[src/rtl/seq_pkg.sv]
// Shared definitions for the 1101-sync serial link (transmitter and detector side).
package seq_pkg;

  typedef enum logic [2:0] {
    ST_IDLE   = 3'd0,
    ST_SYNC   = 3'd1,
    ST_DATA   = 3'd2,
    ST_PARITY = 3'd3,
    ST_GAP    = 3'd4
  } seq_state_t;

  localparam logic [3:0] SYNC_WORD = 4'b1101;
  localparam int         SYNC_LEN  = 4;

  function automatic logic even_parity(input logic [31:0] value);
    return ^value;
  endfunction

endpackage

[src/rtl/seq_piso.sv]
// Loadable MSB-first shift register; the parity of the loaded word is captured at load time.
module seq_piso import seq_pkg::*; #(
  parameter int W = 8
) (
  input  logic         clk,
  input  logic         rst,
  input  logic         load,
  input  logic         shift,
  input  logic [W-1:0] data,
  output logic         msb,
  output logic         parity
);

  logic [W-1:0] sh_r;
  logic         par_r;

  // Shift register and captured parity; contents only change on load or shift.
  always_ff @(posedge clk or posedge rst) begin
    if (rst) begin
      sh_r  <= '0;
      par_r <= 1'b0;
    end else if (load) begin
      sh_r  <= data;
      par_r <= even_parity(32'(data));
    end else if (shift) begin
      sh_r  <= sh_r << 1;
    end
  end

  assign msb    = sh_r[W-1];
  assign parity = par_r;

endmodule

[src/rtl/seq_1101_tx.sv]
// Frame transmitter: sync word 1101, payload MSB-first, optional even parity, then idle gap.
module seq_1101_tx import seq_pkg::*; #(
  parameter int PAYLOAD_W = 8,
  parameter int PARITY_EN = 1,
  parameter int GAP       = 2
) (
  input  logic                 clk,
  input  logic                 rst,
  input  logic                 in_valid,
  input  logic [PAYLOAD_W-1:0] in_data,
  output logic                 in_ready,
  output logic                 out,
  output logic                 out_en,
  output logic                 done
);

  localparam int             CW       = $clog2(PAYLOAD_W + 1);
  localparam logic [CW-1:0]  PW_C     = CW'(PAYLOAD_W);
  localparam logic [CW-1:0]  LAST_IDX = CW'(PAYLOAD_W - 1);
  localparam logic [3:0]     GAP_INIT = 4'((GAP > 0) ? (GAP - 1) : 0);
  localparam logic           PAR_EN   = (PARITY_EN != 0);
  localparam logic           ONE_BIT_LAST = (PAYLOAD_W == 1) && (PARITY_EN == 0);

  seq_state_t    state;
  logic [2:0]    sync_cnt;
  logic [CW-1:0] bit_cnt;
  logic [3:0]    gap_cnt;
  logic          load;
  logic          shift;
  logic          msb;
  logic          parity;

  assign in_ready = (state == ST_IDLE);
  assign load     = in_ready && in_valid;
  assign shift    = ((state == ST_SYNC) && (sync_cnt == 3'(SYNC_LEN))) ||
                    ((state == ST_DATA) && (bit_cnt < PW_C));

  seq_piso #(.W(PAYLOAD_W)) u_piso (
    .clk    (clk),
    .rst    (rst),
    .load   (load),
    .shift  (shift),
    .data   (in_data),
    .msb    (msb),
    .parity (parity)
  );

  // Frame sequencer; the state names the bit currently on out, so the first sync bit leaves on the accepting edge.
  always_ff @(posedge clk or posedge rst) begin
    if (rst) begin
      state    <= ST_IDLE;
      sync_cnt <= 3'd0;
      bit_cnt  <= '0;
      gap_cnt  <= 4'd0;
      out      <= 1'b0;
      out_en   <= 1'b0;
      done     <= 1'b0;
    end else begin
      done <= 1'b0;
      case (state)
        ST_IDLE: begin
          if (in_valid) begin
            state    <= ST_SYNC;
            out      <= SYNC_WORD[2'(SYNC_LEN - 1)];
            out_en   <= 1'b1;
            sync_cnt <= 3'd1;
          end else begin
            out    <= 1'b0;
            out_en <= 1'b0;
          end
        end
        ST_SYNC: begin
          if (sync_cnt < 3'(SYNC_LEN)) begin
            out      <= SYNC_WORD[2'(3'(SYNC_LEN - 1) - sync_cnt)];
            sync_cnt <= sync_cnt + 3'd1;
          end else begin
            state    <= ST_DATA;
            out      <= msb;
            sync_cnt <= 3'd0;
            bit_cnt  <= CW'(1);
            done     <= ONE_BIT_LAST;
          end
        end
        ST_DATA: begin
          if (bit_cnt < PW_C) begin
            out     <= msb;
            bit_cnt <= bit_cnt + CW'(1);
            done    <= (bit_cnt == LAST_IDX) && !PAR_EN;
          end else if (PAR_EN) begin
            state   <= ST_PARITY;
            out     <= parity;
            bit_cnt <= '0;
            done    <= 1'b1;
          end else begin
            out     <= 1'b0;
            out_en  <= 1'b0;
            bit_cnt <= '0;
            if (GAP == 0) begin
              state <= ST_IDLE;
            end else begin
              state   <= ST_GAP;
              gap_cnt <= GAP_INIT;
            end
          end
        end
        ST_PARITY: begin
          out    <= 1'b0;
          out_en <= 1'b0;
          if (GAP == 0) begin
            state <= ST_IDLE;
          end else begin
            state   <= ST_GAP;
            gap_cnt <= GAP_INIT;
          end
        end
        ST_GAP: begin
          out    <= 1'b0;
          out_en <= 1'b0;
          if (gap_cnt == 4'd0) begin
            state <= ST_IDLE;
          end else begin
            gap_cnt <= gap_cnt - 4'd1;
          end
        end
        default: begin
          state    <= ST_IDLE;
          sync_cnt <= 3'd0;
          bit_cnt  <= '0;
          gap_cnt  <= 4'd0;
          out      <= 1'b0;
          out_en   <= 1'b0;
        end
      endcase
    end
  end

endmodule
[config.mk]
export PLATFORM = sky130hd
export DESIGN_NAME = seq_1101_tx
export DESIGN_NICKNAME = d
export VERILOG_FILES = /design/src/rtl/seq_pkg.sv /design/src/rtl/seq_piso.sv /design/src/rtl/seq_1101_tx.sv
export SDC_FILE = /design/constraint.sdc
export NUM_CORES = 1
export LEC_CHECK = 0
export CAP_MARGIN = 20
export CORE_AREA = 5 5 64 80
export DETAILED_ROUTE_END_ITERATION = 16
export DIE_AREA = 0 0 69 85
export MAX_ROUTING_LAYER = met4
export PLACE_DENSITY_LB_ADDON = 0.12
export SLEW_MARGIN = 25
export SYNTH_ARGS = -nofsm -noshare
export SYNTH_HDL_FRONTEND = slang
export SYNTH_SLANG_ARGS = --single-unit
[constraint.sdc]
create_clock -name clk -period 1.6 [get_ports clk]
set_input_delay 0.16 -clock clk [delete_from_list [all_inputs] [get_ports clk]]
set_output_delay 0.16 -clock clk [all_outputs]
set_load 0.02 [all_outputs]
# Yosys cells after proc, flatten, opt, wreduce, memory -nomap -nowiden
# Index checks and enable logic that the tools add are counted.
[totals]
inputBits = 11
output_inout_bits = 4
elab_cells = 69
register_bits = 26
[classes]
n_bitwise = 3
eq_ne = 10
mux = 24
n_lt_le_gt_ge = 3
add_sub_neg = 4
reduce_logical = 16
[ops]
columns = ["operator", "n"]
rows = [
  ["32-bit parity", 1],
  ["4-bit case mux with 3 select lines", 2],
  ["8-bit two-way mux", 2],
  ["3-bit two-way mux", 5],
  ["3-bit case mux with 5 select lines", 1],
  ["4-bit two-way mux", 3],
  ["2-bit inequality test (second input constant)", 5],
  ["3-bit case mux with 3 select lines", 1],
  ["3-bit OR reduction", 3],
  ["1-bit two-way mux", 7],
  ["3-bit by 2-bit equality test with 1-bit output (second input constant)", 2],
  ["3-bit equality test (second input constant)", 2],
  ["2-bit AND reduction", 3],
  ["4-bit by 1-bit adder with 4-bit output (second input constant)", 1],
  ["4-bit zero test", 1],
  ["4-bit less-than comparator (second input constant)", 1],
  ["4-bit AND reduction", 1],
  ["4-bit by 1-bit subtractor with 4-bit output (second input constant)", 1],
  ["3-bit by 1-bit adder with 3-bit output (second input constant)", 1],
  ["3-bit by 1-bit equality test with 1-bit output (second input constant)", 1],
  ["1-bit logical AND", 3],
  ["3-bit zero test", 1],
  ["2-bit by 3-bit less-than comparator with 1-bit output (second input constant)", 1],
  ["3-bit less-than comparator (second input constant)", 1],
  ["8 further kinds", 10],
]

# Longest topological paths before layout
[depth]
ltp_word = 5
mapped_depth = 7
mapped_depth_nobuf = 6

# By module
# A second synthesis with hierarchy kept.
[hier_totals]
hier_cells = 154
area_unflattened_um2 = 1417.6
[by_module_without_submodules]
columns = ["mod", "n_inst", "area_per_inst_um2", "cells_each", "seq_area_each_um2"]
rows = [
  ["seq_1101_tx", 1, 958.4, 108, 425.4],
  ["seq_piso", 1, 459.2, 46, 225.2],
]

# Worst setup path after synthesis
# No wires, ideal clock.
[synth_path]
path_type = "reg2reg"
startpoint = "reg state[1]"
endpoint = "reg u_piso.par_r (netlist: u_piso.parity)"
synth_period_minus_slack_ns = 1.454
setup_time_ns = 0.119
n_path_buf = 3
required_ns = 1.481
path_stages_with_launch = 8
path_slack_ns = 0.146
t_arrival_ns = 1.335
path_cell_list = "dfrtp_1 -> buf_6 -> or2_4 -> or2_1 -> buf_6 -> buf_6 -> nand2_1 -> o21ai_2"
[synth_via]
elab_chain_cells = 2
[synth_lines]
columns = ["item", "line_no", "text"]
rows = [
  ["from (decl)", "seq_1101_tx.sv:24", "seq_state_t state;"],
  ["from (signal assigned)", "seq_1101_tx.sv:51", "state <= ST_IDLE;"],
  ["from (signal assigned)", "seq_1101_tx.sv:63", "state <= ST_SYNC;"],
  ["from (signal assigned)", "seq_1101_tx.sv:77", "state <= ST_DATA;"],
  ["3-bit zero test", "seq_1101_tx.sv:33", "assign in_ready = (state == ST_IDLE);"],
  ["1-bit logical AND", "seq_1101_tx.sv:34", "assign load = in_ready && in_valid;"],
  ["to (signal assigned)", "seq_piso.sv:24", "par_r <= even_parity(32'(data));"],
  ["to (decl)", "seq_piso.sv:15", "logic par_r;"],
]
# No other way between the ends.
# A chain may end at the register's enable or synchronous reset.

# Worst setup path after layout
[layout_path]
startpoint = "reg state[0]"
endpoint = "out in_ready"
[layout_via]
elab_chain_cells = 1
[layout_lines]
columns = ["item", "line_no", "text"]
rows = [
  ["3-bit zero test", "seq_1101_tx.sv:33", ""],
  ["to (decl)", "seq_1101_tx.sv:11", "output logic in_ready,"],
]
# No other way between the ends.

==> impl_metrics.tcl <==
set metrics [dict create \
    yosysSeqAreaShare_pct 44.9 \
    r2r_slack_ns 0.11 \
    period_needed_ns 1.51 \
    initial_utilization_pct 33.5 \
    synth_ff_type "dfrtp_1" \
    r2r-end "u_piso.sh_r[5]$_DFFE_PP0P_" \
    port-buffer-count 14 \
    synth_edf_count 0 \
    max_freq_mhz 661 \
    routabilityCongestion 0.788 \
    post-route-period-util_pct 94.5 \
    worstSetupStartpointType "flop" \
    internal_power_mw 1.87 \
    h-tree-depth 1 \
    ys_types 32 \
    dp_cells 226 \
    antennaDiodeCount 0 \
    finalWirelength_um 2880 \
    netlist_area_mm2 0.00145 \
    critPathKind "flop to output port" \
    first_pass_iters 4 \
    grt_usage_pct 10.5 \
    reg2reg_depth 5 \
    wl_per_cell_um 12.6 \
    core_area_mm2 0.00432 \
    grt_max_degree 27 \
    die_y_um 85 \
    power.density_mw_per_mm2 1770 \
    synthCells 150 \
    syn-num-nets 165 \
    yosysWarnings 0 \
    rsz0062_at_grt "no" \
    vias 1128 \
    place_ws_ns 0.0407 \
    power_frac_comb_pct 52.1 \
    path_max_fanout 5 \
    antenna_found_initial 0 \
    die_w_um 69 \
    first_iter_violations 44 \
    slew_headroom_pct 73.7 \
    clockBufferDepth 2 \
    clkPwrFrac_pct 11.6 \
    whs_ns 0.247 \
    status "finished clean" \
    tritoncts "yes" \
    grt_pass1_vias 1147 \
    grt_pass1_wl_um 4910 \
    reg2reg_from "state[1]$_DFFE_PP0P_" \
    synthArstFlopShare_pct 100 \
    postPlaceCellArea_mm2 0.00171 \
    p_leak_nw 0.790 \
    overflow 0 \
    final_core_util_pct 40.7 \
    stdcell_count 229 \
    worstMarginPinSlew_ns 0.394 \
    required_ns 1.44 \
    num_rows 27 \
    final_area_mm2 0.00176 \
    vdd_drop_max_mv 0.688 \
    clock-sinks 26 \
    clk_transition_reported_paths_ns 0.09 \
    switchingPower_mw 1.25 \
    maxCapViolCount 0 \
    post_cts_buffers 0 \
    worst_slack_ns 0.0877 \
    finalSetupViolCount 0 \
    finalNetCount 188 \
    vias_per_cell 4.93 \
    die_area_mm2 0.00587 \
    min_path_type "input pin to asynchronous set/reset pin" \
    skew_ns 0.00307 \
    drv_slew 0 \
    sequentialPowerShare_pct 36.3 \
    insertion_delay_ns 0.26 \
    cts_buffers 3 \
    finalHoldViolations 0 \
    end_kind "output port" \
    drcViolationCount 0 \
    ant_nets 0 \
    boundaryPins 15 \
    cts-root-buf "clkbuf_8" \
    arrival_ns 1.35 \
    tns_ns 0 \
    area_growth_pct 21.6 \
    p_total_mw 3.12 \
    cts_hold_buf 0 \
    syn_avg_cell_area_um2 9.66 \
    drive_gt1_share_pct 12.9 \
    hpwl_um 2210 \
    synth-seq-cells 26 \
    p_sw_share_pct 40.0 \
]
-- worst max-delay path by stage --
stage | startpoint | endpoint | slack (ns) | cells past startpoint
6_report | state[0]$_DFFE_PP0P_ | in_ready | 0.09 | 3
4_1_cts | state[0]$_DFFE_PP0P_ | u_piso.sh_r[2]$_DFFE_PP0P_ | 0.04 | 5
2_1_floorplan | state[1]$_DFFE_PP0P_ | u_piso.parity$_DFFE_PP0P_ | 0.15 | 7
5_1_grt | state[1]$_DFFE_PP0P_ | u_piso.sh_r[6]$_DFFE_PP0P_ | 0.0006 | 5
3_5_place_dp | state[0]$_DFFE_PP0P_ | u_piso.sh_r[2]$_DFFE_PP0P_ | 0.04 | 5
3_3_place_gp | in_valid | u_piso.sh_r[0]$_DFFE_PP0P_ | 0.08 | 6
-- what timing repair did --
action	4_1_cts	5_1_grt
endpoints found under the setup margin	1	8
resized for setup	1	4
gates cloned	0	0
pin swaps	0	1
-- registers in the layout, indices dropped and copies added (netlist names) --
| signal | count |
|---|---|
| sync_cnt | 3 |
| state | 3 |
| gap_cnt | 4 |
| out_en | 1 |
| done | 1 |
| bit_cnt | 4 |
| out | 1 |
| u_piso.parity | 1 |
| u_piso.sh_r | 8 |
-- synthesized netlist by cell type (2+ instances only) --
cell	count	share of area, %
dfrtp_1	26	45
a21oi_1	18	6.2
nor2_1	16	4.1
nand2_1	12	3.1
mux2i_1	10	6.9
inv_1	7	1.8
xnor2_1	7	4.2
nor2b_1	6	2.6
o21ai_0	6	2.1
o22ai_1	6	2.6
ha_1	4	3.5
buf_6	3	2.3
clkbuf_1	3	0.78
nand2b_1	3	1.3
a2bb2oi_1	2	1.2
nand3_1	2	0.69
nor3_1	2	0.69
nor3b_1	2	1.0
o21ai_2	2	1.2
-- logic make-up (layout without fill, tap and decap cells) --
kind of cell | after synthesis | in the layout | synth area share, %
xor+xnor | 7 | 7 | 4.23
fa+ha+maj | 4 | 4 | 3.45
mux | 10 | 10 | 6.91
compound gates | 40 | 40 | 17.6
buf+inv | 14 | 35 | 5.18
flops | 26 | 26 | 44.9
simple gates | 49 | 49 | 17.7
-- cell type report --
| type | count | area [um^2] |
|---|---|---|
| Sequential cell | 26 | 651 |
| Multi-Input combinational cell | 110 | 733 |
| Inverter | 7 | 26.3 |
| Fill cell | 460 | 2560 |
| Tap cell | 58 | 72.6 |
| Timing Repair Buffer | 25 | 238 |
| Clock buffer | 3 | 41.3 |
-- cells in the final DEF, fill, tap and decap left out, types with 6 or more instances in the layout --
master	Yosys	layout
dfrtp_1	26	26
a21oi_1	18	18
nor2_1	16	16
clkdlybuf4s50_1	0	13
nand2_1	12	12
mux2i_1	10	10
buf_4	0	9
inv_1	7	7
xnor2_1	7	7
o22ai_1	6	6
o21ai_0	6	6
-- power by group through the flow --
stage / sequential [mW] / combinational, mW / clock [mW]
5_1_grt: 1.16 / 1.83 / 0.398
3_3_place_gp: 1.13 / 1.61 / 0
6_report: 1.13 / 1.63 / 0.362
3_5_place_dp: 1.14 / 1.63 / 0
2_1_floorplan: 1.13 / 1.17 / 0
4_1_cts: 1.13 / 1.62 / 0.376
-- routing by layer --
metal	up-vias	global-route usage, %	part of all wire (%)
met3	4	1.42	3.2
li1	570	-	-
met5	-	-	0
met1	534	11.0	41
met2	20	19.4	54
met4	0	4.26	1.3
-- critical path, stage by stage, from the launching register on --
cell,delay [ns]
dfrtp_1,0.40
or2_4,0.28
nor2_1,0.08
dlygate4sd2_1,0.34
No activity file was read; power rests on OpenSTA's default activity.
